**config.mk**
```make
export PLATFORM = sky130hd
export DESIGN_NAME = phase_sequencer
export DESIGN_NICKNAME = d
export VERILOG_FILES = /design/src/rtl/phase_sequencer.sv
export SDC_FILE = /design/constraint.sdc
export NUM_CORES = 1
export LEC_CHECK = 0
export BUFFER_PORTS_ARGS = -buffer_cell sky130_fd_sc_hd__buf_2
export CORE_MARGIN = 2
export CORE_UTILIZATION = 45
export CTS_BUF_LIST = sky130_fd_sc_hd__clkbuf_4
export CTS_CLUSTER_DIAMETER = 150
export DETAILED_ROUTE_END_ITERATION = 6
export GPL_ROUTABILITY_DRIVEN = 1
export PLACE_DENSITY = 0.72
export SETUP_SLACK_MARGIN = 0.02
export SYNTH_ARGS = -nofsm -noshare
export SYNTH_HDL_FRONTEND = slang
export SYNTH_SLANG_ARGS = --single-unit
```
**constraint.sdc**
```tcl
create_clock -name clk -period 2.77 [get_ports clk]
set_input_delay 0.554 -clock clk [delete_from_list [all_inputs] [get_ports clk]]
set_output_delay 0.554 -clock clk [all_outputs]
set_load 0.1 [all_outputs]
```
**src/rtl/phase_sequencer.sv**
```systemverilog
// Five-phase control sequencer (IF/ID/EX/MEM/WB) issuing IR, PC, register-file and memory strobes.
// Optional SINGLE_STEP_EN adds step_mode/step inputs for one-instruction-per-pulse execution.
module phase_sequencer #(
   parameter int ACK_TIMEOUT = 16,
   parameter int CNT_W       = 16
) (
   input  logic             clk,
   input  logic             rst,
   input  logic             start,
   input  logic             stop,
   input  logic [15:0]      op,
   input  logic             write_order,
   input  logic             mem_ack,
`ifdef SINGLE_STEP_EN
   input  logic             step_mode,
   input  logic             step,
`endif
   output logic [4:0]       phase,
   output logic             mem_re,
   output logic             mem_we,
   output logic             ir_we,
   output logic             pc_we,
   output logic             reg_we,
   output logic             running,
   output logic             halted,
   output logic             err,
   output logic [CNT_W-1:0] instr_cnt
);

   typedef enum logic [2:0] {
      S_IDLE, S_IF, S_ID, S_EX, S_MEM, S_WB, S_HALT, S_ERR
   } state_t;

   localparam int                WAIT_W     = (ACK_TIMEOUT > 1) ? $clog2(ACK_TIMEOUT) : 1;
   localparam bit                TIMEOUT_EN = (ACK_TIMEOUT > 0);
   localparam logic [WAIT_W-1:0] WAIT_LAST  = WAIT_W'((ACK_TIMEOUT > 0) ? ACK_TIMEOUT - 1 : 0);

   state_t             state_q, state_d;
   logic [WAIT_W-1:0]  wait_q, wait_d;
   logic [CNT_W-1:0]   instr_cnt_q, instr_cnt_d;
   logic [4:0]         phase_q, phase_d;
   logic               mem_re_q, mem_re_d;
   logic               mem_we_q, mem_we_d;
   logic               pc_we_q, pc_we_d;
   logic               running_q, running_d;
   logic               halted_q, halted_d;
   logic               err_q, err_d;
   logic               step_go;
   logic               step_hold;
   logic               is_hlt;
   logic               unused_op;

`ifdef SINGLE_STEP_EN
   assign step_go   = step;
   assign step_hold = step_mode;
`else
   assign step_go   = 1'b0;
   assign step_hold = 1'b0;
`endif

   assign is_hlt    = (op[15:14] == 2'b11) && (op[7:4] == 4'hF);
   assign unused_op = ^{op[13:8], op[3:0]};

   always_comb begin
      state_d     = state_q;
      wait_d      = wait_q;
      instr_cnt_d = instr_cnt_q;
      unique case (state_q)
         S_IDLE: begin
            wait_d = '0;
            if (start || step_go) state_d = S_IF;
         end
         S_IF, S_MEM: begin
            // An ack in the final allowed cycle still counts as success.
            if (mem_ack) begin
               state_d = (state_q == S_IF) ? S_ID : S_WB;
               wait_d  = '0;
            end else if (TIMEOUT_EN && (wait_q == WAIT_LAST)) begin
               state_d = S_ERR;
            end else begin
               wait_d = wait_q + WAIT_W'(1);
            end
         end
         S_ID:   state_d = is_hlt ? S_HALT : S_EX;
         S_EX:   state_d = op[15] ? S_WB : S_MEM;
         S_WB: begin
            instr_cnt_d = instr_cnt_q + CNT_W'(1);
            state_d     = (stop || step_hold) ? S_IDLE : S_IF;
         end
         S_HALT: state_d = S_HALT;
         S_ERR:  state_d = S_ERR;
         default: state_d = S_IDLE;
      endcase
   end

   // Registered outputs are decoded from the next state so they line up with state_q.
   always_comb begin
      phase_d = 5'b00000;
      unique case (state_d)
         S_IF:    phase_d = 5'b00001;
         S_ID:    phase_d = 5'b00010;
         S_EX:    phase_d = 5'b00100;
         S_MEM:   phase_d = 5'b01000;
         S_WB:    phase_d = 5'b10000;
         default: phase_d = 5'b00000;
      endcase
      mem_re_d  = (state_d == S_IF) || ((state_d == S_MEM) && !op[14]);
      mem_we_d  = (state_d == S_MEM) && op[14];
      pc_we_d   = (state_d == S_WB);
      running_d = (phase_d != 5'b00000);
      halted_d  = (state_d == S_HALT);
      err_d     = (state_d == S_ERR);
   end

   always_ff @(posedge clk) begin
      if (rst) begin
         state_q     <= S_IDLE;
         wait_q      <= '0;
         instr_cnt_q <= '0;
         phase_q     <= 5'b00000;
         mem_re_q    <= 1'b0;
         mem_we_q    <= 1'b0;
         pc_we_q     <= 1'b0;
         running_q   <= 1'b0;
         halted_q    <= 1'b0;
         err_q       <= 1'b0;
      end else begin
         state_q     <= state_d;
         wait_q      <= wait_d;
         instr_cnt_q <= instr_cnt_d;
         phase_q     <= phase_d;
         mem_re_q    <= mem_re_d;
         mem_we_q    <= mem_we_d;
         pc_we_q     <= pc_we_d;
         running_q   <= running_d;
         halted_q    <= halted_d;
         err_q       <= err_d;
      end
   end

   assign phase     = phase_q;
   assign mem_re    = mem_re_q;
   assign mem_we    = mem_we_q;
   assign ir_we     = phase_q[0] & mem_ack;
   assign pc_we     = pc_we_q;
   assign reg_we    = pc_we_q & write_order;
   assign running   = running_q;
   assign halted    = halted_q;
   assign err       = err_q;
   assign instr_cnt = instr_cnt_q;

endmodule
```
==> run metrics <==
status=complete, no violations; global-route wire length before repair=approximately 5.4 mm; Final period util=0.685; Worst Setup End Kind=flip-flop; Synth Area per Inst=9.02 um^2; Crit path required time=roughly 3.0 ns; Core ar.=around 3300 um^2; Yosys warning total=0; io pins=51; global route overflow=0; cts hold-fix bufs=0; via count=1321; Synth cell types=45; CP max FO=16; Iter 0 DRT Violations=73; min-delay worst type=primary input to flip-flop; Final setup viols=0; RSZ-0062 raised after global routing=no; Starting Density=0.469; dpl ws=between 0.8 and 0.9 ns; sequential power share=0.527; CTS clk-pin slew, worst paths=0.10 ns; Pint=0.000664 W; cell area after synthesis=1550 um^2; Final Hold Fails=0; Die Y=62.7 um; placed inst area=around 1800 um^2; net switching power=0.000333 W; synthesis-stage register bit count=34; row count=21; worst hold stages=2; vias per inst=5.08; RR Startpoint=state_q[0]; drt total wl=roughly 3.0 mm; synthesis-to-finish area growth=18.0%; Setup Skew=0.00763 ns; Leakage=approximately 0.8 nW; WS Path Type=flip-flop to flip-flop; clock sink count=34; Worst-Margin Slew=roughly 0.49 ns; Critical path origin=state_q[0]; vias in the first global route=1234; synthesized instance count=172; DRT Pass-1 Iters=4; HP Start=op[14]; setup TNS=0 ns; CTS tree=done; drt wl/cell=~12 um; Final GP Congestion=0.737; Global Route Usage Sum=0.175; Remaining DRCs=0; worst hold margin=0.492 ns; CTS root buf=clkbuf_4; met3 global-route usage=0.0703; Bufs on Longest Clock Path=2; CTS Buf Count=5; Post-CTS Setup Bufs=0; Comb pwr share=0.199; Max-slew headroom=0.673; PwrDens=544 nW/um^2; die span in x=around 63 um; HPWL Detailed=2.17 mm; Slew Limit Fails=0; met1 Usage GRT=0.214; syn nets=196; # resized after CTS=0; Die ar.=3930 um^2; multi-input logic area=820 um^2; WP data arrival=2.13 ns; initial antenna violation count=0; worst reg2reg path depth=6; GR peak layer=met2; antenna diode count=0; largest net degree at the start of global routing=25; M2 GR Usage=0.273; final setup margin=0.871 ns; CTS H-tree depth=2; post-synthesis cell type with the largest combined area=dfxtp_1; Max-Cap Viols=0; antenna viol nets, final=0; post-synthesis sequential area ratio=0.439; top cell type's share of synthesized area=0.439; peak supply drop=0.348 mV; Skew-Pair Late Insertion Delay=0.34 ns; design area=1830 um^2; top cells by area, synth=dfxtp_1 (44%), nor2_1 (6.0%), xnor2_1 (5.6%); R2R setup slack=0.87 ns; fin crit period=1.90 ns; clock share of power=0.274; Port-buffer cells=40; worst hold path endpoint=mem_we; fmax=527 MHz; Worst setup SP type=flip-flop; Reg area=681 um^2; switching share of power=0.334; reg-to-reg endpoint=mem_re; ratio of cells with drive above 1 in the final layout=0.257; number of fill cells in the layout=330; Post-layout nets=about 240
cells in the final DEF, fill, tap and decap left out, types with 2 or more instances in the layout:
master	instances
a21oi_1	7
and2_1	3
and3_1	4
and4_1	2
buf_2	40
clkbuf_4	6
dfxtp_1	34
ha_1	2
inv_1	3
nand2_1	8
nand2b_1	2
nand3_1	8
nand4_1	2
nor2_1	25
nor2b_1	5
nor3_1	9
nor3b_1	3
o21ai_0	5
o21bai_1	3
or3_1	3
xnor2_1	10
xor2_1	5
registers in the layout, summed over array words and instances (netlist names), 3 cells and up:
signal	cells
instr_cnt	16
phase	5
wait_q	4
state_q	3
critical path, cell delays in order (launching register included):
cell and delay [ns]:
dfxtp_1 0.63, nand2b_1 0.19, a21boi_1 0.16, nor3_1 0.08, a211oi_2 0.22, buf_4 0.19
mux2_2 0.34
how the worst max path moves through the flow:
stage	endpoint	slack [ns]	depth (start not counted)
3_5_place_dp	mem_re	0.85	6
5_1_grt	mem_re	0.70	5
4_1_cts	mem_re	0.85	6
3_3_place_gp	mem_re	0.84	6
6_report	mem_re	0.87	6
2_1_floorplan	ir_we	0.42	1
area by class of cell:
type,count,share of cell area
multi-input combinational,128,0.448
sequential,34,0.372
timing repair buffer,41,0.113
tap,46,0.0314
clock buffer,6,0.0246
inverter,3,0.00615
clock inverter,2,0.00478
through the flow:
step	util	instances	power, W
floorplan	-	172	0.000700
global placement	0.537	252	0.000734
detailed placement	0.537	252	0.000736
CTS	0.553	260	0.00101
global route	0.553	260	0.00105
finish	0.553	260	0.000997
synth_stat cells:
cell type / instances
a2111oi_0: 1
a211o_1: 1
a211oi_2: 1
a21boi_1: 1
a21o_1: 1
a21oi_1: 7
a311oi_1: 1
a31o_2: 1
a31oi_1: 1
a32oi_1: 1
and2_1: 3
and2b_1: 1
and3_1: 4
and3b_1: 1
and4_1: 2
buf_2: 2
buf_4: 3
clkbuf_1: 2
dfxtp_1: 34
ha_1: 2
inv_1: 3
maj3_1: 1
mux2_2: 1
mux2i_1: 1
nand2_1: 8
nand2b_1: 2
nand3_1: 8
nand3b_1: 1
nand4_1: 2
nand4_4: 1
nand4b_1: 1
nor2_1: 25
nor2b_1: 5
nor3_1: 9
nor3b_1: 3
nor3b_2: 1
o211ai_1: 1
o21a_1: 1
o21ai_0: 5
o21bai_1: 3
o32ai_2: 1
or2_2: 1
or3_1: 3
xnor2_1: 10
xor2_1: 5
cell families (layout without fill, tap and decap cells):
| logic type | Yosys count | in the layout | synth area share |
|---|---|---|---|
| fa+ha+maj | 3 | 3 | 0.0226 |
| mux | 2 | 2 | 0.0137 |
| simple gates | 81 | 81 | 0.284 |
| buf+inv | 10 | 52 | 0.0331 |
| flops | 34 | 34 | 0.439 |
| compound gates | 27 | 27 | 0.123 |
| xor+xnor | 15 | 15 | 0.0847 |
metal layers:
metal	wire (um)	share of wire
met5	0	0
met4	29	0.0096
met3	186	0.062
met2	1390	0.46
met1	1410	0.47
power groups by stage:
stage | registers (W) | logic [W] | clock network, W
finish | 0.000525 | 0.000199 | 0.000273
global route | 0.000530 | 0.000215 | 0.000304
CTS | 0.000525 | 0.000200 | 0.000283
detailed placement | 0.000537 | 0.000199 | 0
global placement | 0.000536 | 0.000198 | 0
floorplan | 0.000604 | 0.0000956 | 0
(Power assumes the default switching activity.)
